==> src/rtl/alu_pkg.sv <==
// Shared definitions for the ALU and its UART-facing sequencer:
// default widths, sequencer state encoding and MIPS funct op codes.
package alu_pkg;

  localparam int DATA_W_DEF = 8;
  localparam int OP_W_DEF   = 6;

  typedef enum logic [2:0] {
    WAIT_A  = 3'd0,
    WAIT_B  = 3'd1,
    WAIT_OP = 3'd2,
    SEND    = 3'd3,
    WAIT_TX = 3'd4
  } state_e;

  localparam logic [OP_W_DEF-1:0] OP_ADD = 6'b100000;
  localparam logic [OP_W_DEF-1:0] OP_SUB = 6'b100010;
  localparam logic [OP_W_DEF-1:0] OP_AND = 6'b100100;
  localparam logic [OP_W_DEF-1:0] OP_OR  = 6'b100101;
  localparam logic [OP_W_DEF-1:0] OP_XOR = 6'b100110;
  localparam logic [OP_W_DEF-1:0] OP_SRA = 6'b000011;
  localparam logic [OP_W_DEF-1:0] OP_SRL = 6'b000010;
  localparam logic [OP_W_DEF-1:0] OP_NOR = 6'b100111;

endpackage

==> src/rtl/alu_uart_interface_if.sv <==
// Signal bundle between the sequencer (master) and the UART pair plus ALU
// that surround it (slave).
interface alu_uart_interface_if
  import alu_pkg::*;
#(
  parameter int DATA_W = DATA_W_DEF,
  parameter int OP_W   = OP_W_DEF
);

  logic [DATA_W-1:0] rx_data;
  logic              rx_done;
  logic [DATA_W-1:0] alu_a;
  logic [DATA_W-1:0] alu_b;
  logic [OP_W-1:0]   alu_op;
  logic [DATA_W-1:0] alu_result;
  logic [DATA_W-1:0] tx_data;
  logic              tx_start;
  logic              tx_done;
  logic              busy;
  logic              overrun;

  modport master (
    input  rx_data, rx_done, alu_result, tx_done,
    output alu_a, alu_b, alu_op, tx_data, tx_start, busy, overrun
  );

  modport slave (
    output rx_data, rx_done, alu_result, tx_done,
    input  alu_a, alu_b, alu_op, tx_data, tx_start, busy, overrun
  );

endinterface

==> src/rtl/alu_uart_interface.sv <==
// Sequencer: gathers A, B and op bytes from the receiver, presents them to
// the ALU, then ships the one-byte result to the transmitter.
module alu_uart_interface
  import alu_pkg::*;
#(
  parameter int DATA_W = DATA_W_DEF,
  parameter int OP_W   = OP_W_DEF
) (
  input logic                 clk,
  input logic                 rst_n,
  alu_uart_interface_if.master bus
);

  state_e            state_q,    state_d;
  logic [DATA_W-1:0] alu_a_q,    alu_a_d;
  logic [DATA_W-1:0] alu_b_q,    alu_b_d;
  logic [OP_W-1:0]   alu_op_q,   alu_op_d;
  logic [DATA_W-1:0] tx_data_q,  tx_data_d;
  logic              tx_start_q, tx_start_d;
  logic              busy_q,     busy_d;
  logic              overrun_q,  overrun_d;

  always_ff @(posedge clk) begin
    // NOTE: non-blocking assignments so every register samples the
    // pre-edge value of its _d, regardless of statement order.
    if (!rst_n) begin
      state_q    <= WAIT_A;
      alu_a_q    <= '0;
      alu_b_q    <= '0;
      alu_op_q   <= '0;
      tx_data_q  <= '0;
      tx_start_q <= 1'b0;
      busy_q     <= 1'b0;
      overrun_q  <= 1'b0;
    end else begin
      state_q    <= state_d;
      alu_a_q    <= alu_a_d;
      alu_b_q    <= alu_b_d;
      alu_op_q   <= alu_op_d;
      tx_data_q  <= tx_data_d;
      tx_start_q <= tx_start_d;
      busy_q     <= busy_d;
      overrun_q  <= overrun_d;
    end
  end

  always_comb begin
    // NOTE: every _d gets a hold/default value up front, so no path through
    // the case statement can leave one unassigned and infer a latch.
    state_d    = state_q;
    alu_a_d    = alu_a_q;
    alu_b_d    = alu_b_q;
    alu_op_d   = alu_op_q;
    tx_data_d  = tx_data_q;
    tx_start_d = 1'b0;
    busy_d     = busy_q;
    overrun_d  = overrun_q;

    unique case (state_q)
      WAIT_A: if (bus.rx_done) begin
        alu_a_d   = bus.rx_data;
        overrun_d = 1'b0;
        state_d   = WAIT_B;
      end
      WAIT_B: if (bus.rx_done) begin
        alu_b_d = bus.rx_data;
        state_d = WAIT_OP;
      end
      WAIT_OP: if (bus.rx_done) begin
        alu_op_d = bus.rx_data[OP_W-1:0];
        busy_d   = 1'b1;
        state_d  = SEND;
      end
      // The ALU has had the whole SEND cycle to settle on the new op code.
      SEND: begin
        tx_data_d  = bus.alu_result;
        tx_start_d = 1'b1;
        state_d    = WAIT_TX;
        if (bus.rx_done) overrun_d = 1'b1;
      end
      WAIT_TX: begin
        if (bus.rx_done) overrun_d = 1'b1;
        if (bus.tx_done) begin
          busy_d  = 1'b0;
          state_d = WAIT_A;
        end
      end
      default: state_d = WAIT_A;
    endcase
  end

  assign bus.alu_a    = alu_a_q;
  assign bus.alu_b    = alu_b_q;
  assign bus.alu_op   = alu_op_q;
  assign bus.tx_data  = tx_data_q;
  assign bus.tx_start = tx_start_q;
  assign bus.busy     = busy_q;
  assign bus.overrun  = overrun_q;

endmodule

==> src/flat_wrapper.sv <==
// flat-port wrapper written by rule: the top's interface ports become plain ports
module alu_uart_interface_flat import alu_pkg::*;
#(
  parameter int DATA_W = DATA_W_DEF,
  parameter int OP_W   = OP_W_DEF
)
  (clk, rst_n, bus_rx_data, bus_rx_done, bus_alu_result, bus_tx_done, bus_alu_a, bus_alu_b, bus_alu_op, bus_tx_data, bus_tx_start, bus_busy, bus_overrun);
  alu_uart_interface_if #(.DATA_W(DATA_W), .OP_W(OP_W)) bus_i ();
  input logic clk;
  input logic rst_n;
  input wire logic [$bits(bus_i.rx_data)-1:0] bus_rx_data;
  input wire logic [$bits(bus_i.rx_done)-1:0] bus_rx_done;
  input wire logic [$bits(bus_i.alu_result)-1:0] bus_alu_result;
  input wire logic [$bits(bus_i.tx_done)-1:0] bus_tx_done;
  output wire logic [$bits(bus_i.alu_a)-1:0] bus_alu_a;
  output wire logic [$bits(bus_i.alu_b)-1:0] bus_alu_b;
  output wire logic [$bits(bus_i.alu_op)-1:0] bus_alu_op;
  output wire logic [$bits(bus_i.tx_data)-1:0] bus_tx_data;
  output wire logic [$bits(bus_i.tx_start)-1:0] bus_tx_start;
  output wire logic [$bits(bus_i.busy)-1:0] bus_busy;
  output wire logic [$bits(bus_i.overrun)-1:0] bus_overrun;
  assign bus_i.rx_data = bus_rx_data;
  assign bus_i.rx_done = bus_rx_done;
  assign bus_i.alu_result = bus_alu_result;
  assign bus_i.tx_done = bus_tx_done;
  assign bus_alu_a = bus_i.alu_a;
  assign bus_alu_b = bus_i.alu_b;
  assign bus_alu_op = bus_i.alu_op;
  assign bus_tx_data = bus_i.tx_data;
  assign bus_tx_start = bus_i.tx_start;
  assign bus_busy = bus_i.busy;
  assign bus_overrun = bus_i.overrun;
  alu_uart_interface #(.DATA_W(DATA_W), .OP_W(OP_W)) u_core (.clk(clk), .rst_n(rst_n), .bus(bus_i));
endmodule
==> config.mk <==
export PLATFORM = sky130hd
export DESIGN_NAME = alu_uart_interface_flat
export DESIGN_NICKNAME = d
export VERILOG_FILES = /design/src/rtl/alu_pkg.sv /design/src/rtl/alu_uart_interface_if.sv /design/src/rtl/alu_uart_interface.sv /design/src/flat_wrapper.sv
export SDC_FILE = /design/constraint.sdc
export NUM_CORES = 1
export LEC_CHECK = 0
export ABC_AREA = 1
export CORE_MARGIN = 2
export CORE_UTILIZATION = 45
export DETAILED_ROUTE_END_ITERATION = 8
export GPL_ROUTABILITY_DRIVEN = 0
export PLACE_DENSITY = 0.89
export SLEW_MARGIN = 20
export SYNTH_ARGS = -nofsm -noshare
export SYNTH_HDL_FRONTEND = slang
export SYNTH_SLANG_ARGS = --single-unit
==> constraint.sdc <==
create_clock -name clk -period 1.6 [get_ports clk]
set_input_delay 0.4 -clock clk [delete_from_list [all_inputs] [get_ports clk]]
set_output_delay 0.4 -clock clk [all_outputs]
set_load 0.005 [all_outputs]
# After elaboration in Yosys (flattened, before gate mapping)
# Index checks and enable logic that the tools add are counted.
# op_classes
n_eq_ne,9
mux,11
reduce_logical,10
# ops
op,n
one-hot mux 3 bit (5 select lines),1
2-to-1 mux 3 bit,4
!= test 2 bit (second input constant),4
== test 3 x 2 -> 1 bit (second input constant),2
AND reduction 2 bit,3
AND reduction 3 bit,2
2-to-1 mux 1 bit,4
one-hot mux 1 bit (2 select lines),2
AND reduction 4 bit,1
nonzero test 2 bit,2
== test 3 x 1 -> 1 bit (second input constant),1
== test 3 bit (second input constant),1
logical NOT 3 bit,1
!= test 2 x 1 -> 1 bit (second input constant),1
OR reduction 2 bit,1
# totals
ff_bits,36
word_cells,38

# Logic depth before layout (Yosys ltp)
# depth
word_depth,4
depth_mapped,6
depth_no_buf,6

# Worst setup path after synthesis
# OpenSTA, ideal clock, no wires.
# synth_path
path_kind,reg-to-reg
startpoint,register u_core.state_q[2]
endpoint,register u_core.alu_b_q[0] (netlist: u_core.bus.alu_b[0])
setup_ns,0.113
path_buffers,0
t_arrival_ns,0.944
setup_slack_ns,0.543
path_stages_with_launch,7
required_time_ns,1.487
path_cell_list,dfxtp_1 > inv_2 > nand3_1 > nor2_4 > inv_2 > nor2_1 > nor2_1
# synth_between
elab_chain_cells,2
# synth_lines
element,line,rtl
from (decl),alu_uart_interface.sv:14,"state_e state_q, state_d;"
from (signal assigned),alu_uart_interface.sv:36,state_q <= state_d;
== test 3 x 1 -> 1 bit,alu_uart_interface.sv:59,unique case (state_q)
AND reduction 2 bit (no line),--,
to (signal assigned),alu_uart_interface.sv:38,alu_b_q <= alu_b_d;
to (decl),alu_uart_interface.sv:16,"logic [DATA_W-1:0] alu_b_q, alu_b_d;"
# No other way between the ends.
# A chain may end at the register's enable or synchronous reset.

# Final worst setup path
# layout_path
startpoint,register u_core.alu_a_q[0] (netlist: u_core.bus.alu_a[0])
endpoint,output port bus_alu_a[0]
# layout_rtl
element,line,rtl
from (decl),alu_uart_interface.sv:15,"logic [DATA_W-1:0] alu_a_q, alu_a_d;"
from (signal assigned),alu_uart_interface.sv:37,alu_a_q <= alu_a_d;
to (decl),flat_wrapper.sv:15,output wire logic [$bits(bus_i.alu_a)-1:0] bus_alu_a;
# No word-level cell between the ends.

==> metrics.md <==
| Metric | Value |
|---|---|
| CP bufs+invs | 1 |
| Grt ovf | 0 |
| Clock latency at the later pin of the worst-skew pair | about 0.34 ns |
| DR DRC count | 0 |
| Hold path startpoint | u_core.bus.alu_op[4] |
| Worst slew pin tran | ~0.25 ns |
| Io pins | 53 |
| Register bit total from synthesis | 36 |
| Worst path cell trace | clkdlybuf4s50_1 |
| Critical R2R Capture | u_core.bus.alu_a[2] |
| Critical path class | register to output port |
| Area Overhead vs Synth | 53.6% |
| Total Die Area | approximately 3400 um^2 |
| CTS tree | done |
| Pins over their slew limit | 0 |
| Critical Path AT | roughly 1.2 ns |
| Post-synth top area share | 54.2% |
| I/O Buffers | 52 |
| Antenna Nets Post-Route | 0 |
| Slowest-stage cell, CP | clkdlybuf4s50_1 |
| Clk root buf | clkbuf_4 |
| Crit path depth | 1 |
| Syn_nets | 190 |
| F_max | between 0.6 and 0.7 GHz |
| Overall power | between 1.5 and 2 mW |
| Nets@finish | between 200 and 300 |
| Syn Inst Count | 170 |
| 1st-pass router iterations | 6 |
| Largest net degree at the start of global routing | 33 |
| Cell taking the most area after synthesis | dfxtp_1 |
| Routed WL | approximately 3200 um |
| Clk sinks | 36 |
| Sequential cell area fraction in the yosys report | approximately 54% |
| Worst clock skew | between 0.01 and 0.015 ns |
| Synth Warn # | 0 |
| Hold Path End | u_core.bus.alu_op[4] |
| Vias in the first global route | 1133 |
| Antenna diodes | 0 |
| Critical path startpoint | u_core.bus.alu_a[0] |
| Min Tclk post-route | about 1.6 ns |
| Ratio of cells with drive above 1 in the final layout | around 20% |
| Starting DRT DRC Count | 36 |
| Worst hold path class | register to register |
| # Max-Cap Violations | 0 |
| Leak | around 1.0 nW |
| Vias per cell | a little over 5 |
| Crit end category | output port |
| Core ar. | 2780 um^2 |
| Setup violators final | 0 |
| Number of antenna violations at the first check in global routing | 0 |
| Type of origin of the critical path | register |
| # fillers | 222 |
| Worst slew margin | between 80% and 90% |
| Final hold violation count | 0 |
| H-Tree Level Count | 2 |
| Reg2reg start | u_core.state_q[1] |
| Run status | complete, no violations |
| Distinct cell type count after synthesis | 20 |
| Die height | approximately 60 um |
| Hold depth | 2 |
| Worst reg-to-reg path cell count | 4 |
| Worst-path clk slew | about 0.11 ns |
| DR vias | between 1k and 1.5k |
| DP Wirelength | 2350 um |
| Initial core utilization | 47.8% |
| Row count | 19 |
| Leading post-synthesis cells by cell area | dfxtp_1 54%, nor2_1 9.9%, a21oi_1 6.4% |
| Gr usage total | 19.3% |
| Mapped cell area | 1330 um^2 |
| Final core utilization | roughly three quarters |
| Critical Path Fanout Max | 2 |
| WP data required | between 1 and 1.5 ns |
| Post-DR wirelength/cell | 12.1 um |
| First-pass GRT wire length | a little under 5000 um |
| Die Span X | slightly below 60 um |
| Max incr delay on CP | 0.49 ns |
| CTS Buf Count | 5 |
| Worst vdd rail ir drop | approximately 0.00081 V |
| Max Buffers Root-to-Sink | 2 |
| Final Cycle Share | slightly below 100% |
| Pwr Density | around 880 nW/um^2 |
| Avg Inst Size Synth | between 7 and 8 um^2 |
| R2R setup slack | 0.35 ns |
| Cell family with most CP delay | buffers and inverters |
report_power, final:
group	leakage (nW)	switching [mW]	total (mW)	internal, mW
sequential	0.304	0.0377	1.00	0.966
combinational	0.716	0.151	0.344	0.193
clock	0.0281	0.287	0.449	0.162
synthesized netlist by cell type:
master and n:
buf_1 1, nand3_1 5, a21oi_1 17, nand2_1 9
buf_4 1, inv_2 3, dfxtp_1 36, clkinv_1 1
nor2_4 1, nor2_2 2, nor3_1 1, o21ai_1 13
clkbuf_1 2, inv_1 19, nor2_1 35, nand3_2 2
nand4_1 2, buf_2 2, a31oi_1 1, o21ai_0 17
cells by family (layout without fill, tap and decap cells):
logic type             count (synthesis)  in the layout  synth area share (%)
and+or+nand+nor                       57             57                  18.9
AOI/OAI and AO/OA                     48             48                  18.2
DFF                                   36             36                  54.2
buffers and inverters                 29             90                  8.66
repair_timing:
action | 4_1_cts | 5_1_grt
resized for setup | 7 | 35
hold buffers | 0 | 0
hold endpoints to repair | 0 | 0
endpoints found under the setup margin | 7 | 28
setup buffers | 0 | 1
how the worst max path moves through the flow:
stage	to	slack (ns)
final	bus_alu_a[0]	0.01
after floorplan	u_core.bus.alu_b[0]	0.54
after global routing	bus_alu_b[6]	-0.001
after global placement	u_core.bus.alu_a[4]	-0.03
after CTS	bus_alu_b[4]	0.0008
after detailed placement	u_core.bus.alu_a[1]	-0.04
area by class of cell:
class | instances | area (um^2) | share of cell area, %
clock buffer | 6 | 41.3 | 2.02
sequential | 36 | 752 | 36.8
tap | 31 | 38.8 | 1.90
clock inverter | 1 | 5.00 | 0.245
inverter | 23 | 86.3 | 4.23
multi-input combinational | 105 | 493 | 24.2
timing repair buffer | 60 | 624 | 30.6
cell usage in the layout, fill, tap and decap left out, types with 9 or more instances in the layout:
| master | n |
|---|---|
| clkdlybuf4s50_1 | 35 |
| nand2_1 | 9 |
| o21ai_1 | 13 |
| dfxtp_1 | 11 |
| o21ai_0 | 17 |
| inv_1 | 19 |
| dfxtp_2 | 25 |
| a21oi_1 | 17 |
| dlymetal6s2s_1 | 14 |
| nor2_1 | 35 |
state kept, by name, summed over array words and instances, names as in the netlist:
| register | cells |
|---|---|
| u_core.bus.busy | 1 |
| u_core.bus.alu_a | 8 |
| u_core.bus.overrun | 1 |
| u_core.bus.alu_op | 6 |
| u_core.state_q | 3 |
| u_core.bus.tx_start | 1 |
| u_core.bus.tx_data | 8 |
| u_core.bus.alu_b | 8 |
per-layer routing:
| metal | wire, um | up-vias | global-route usage, % |
|---|---|---|---|
| li1 | - | 670 | - |
| met1 | 1400 | 603 | 23.3 |
| met2 | 1530 | 41 | 31.3 |
| met3 | 189 | 6 | 5.27 |
| met4 | 58 | 0 | 9.97 |
| met5 | 0 | - | 0 |
through the flow:
| stage | setup TNS, ns | hold WS (ns) | worst slack (ns) | area, um^2 | std cells |
|---|---|---|---|---|---|
| after CTS | 0 | 0.451 | 0.000755 | 1970 | 261 |
| after detailed placement | -0.494 | 0.437 | -0.0447 | 1920 | 254 |
| after global routing | -0.00302 | 0.468 | -0.00145 | 2040 | 262 |
| after floorplan | 0 | 0.440 | 0.543 | 1330 | 170 |
| final | 0 | 0.445 | 0.0126 | 2040 | 262 |
| after global placement | -0.209 | 0.432 | -0.0314 | 1920 | 254 |
(Power assumes the default switching activity.)
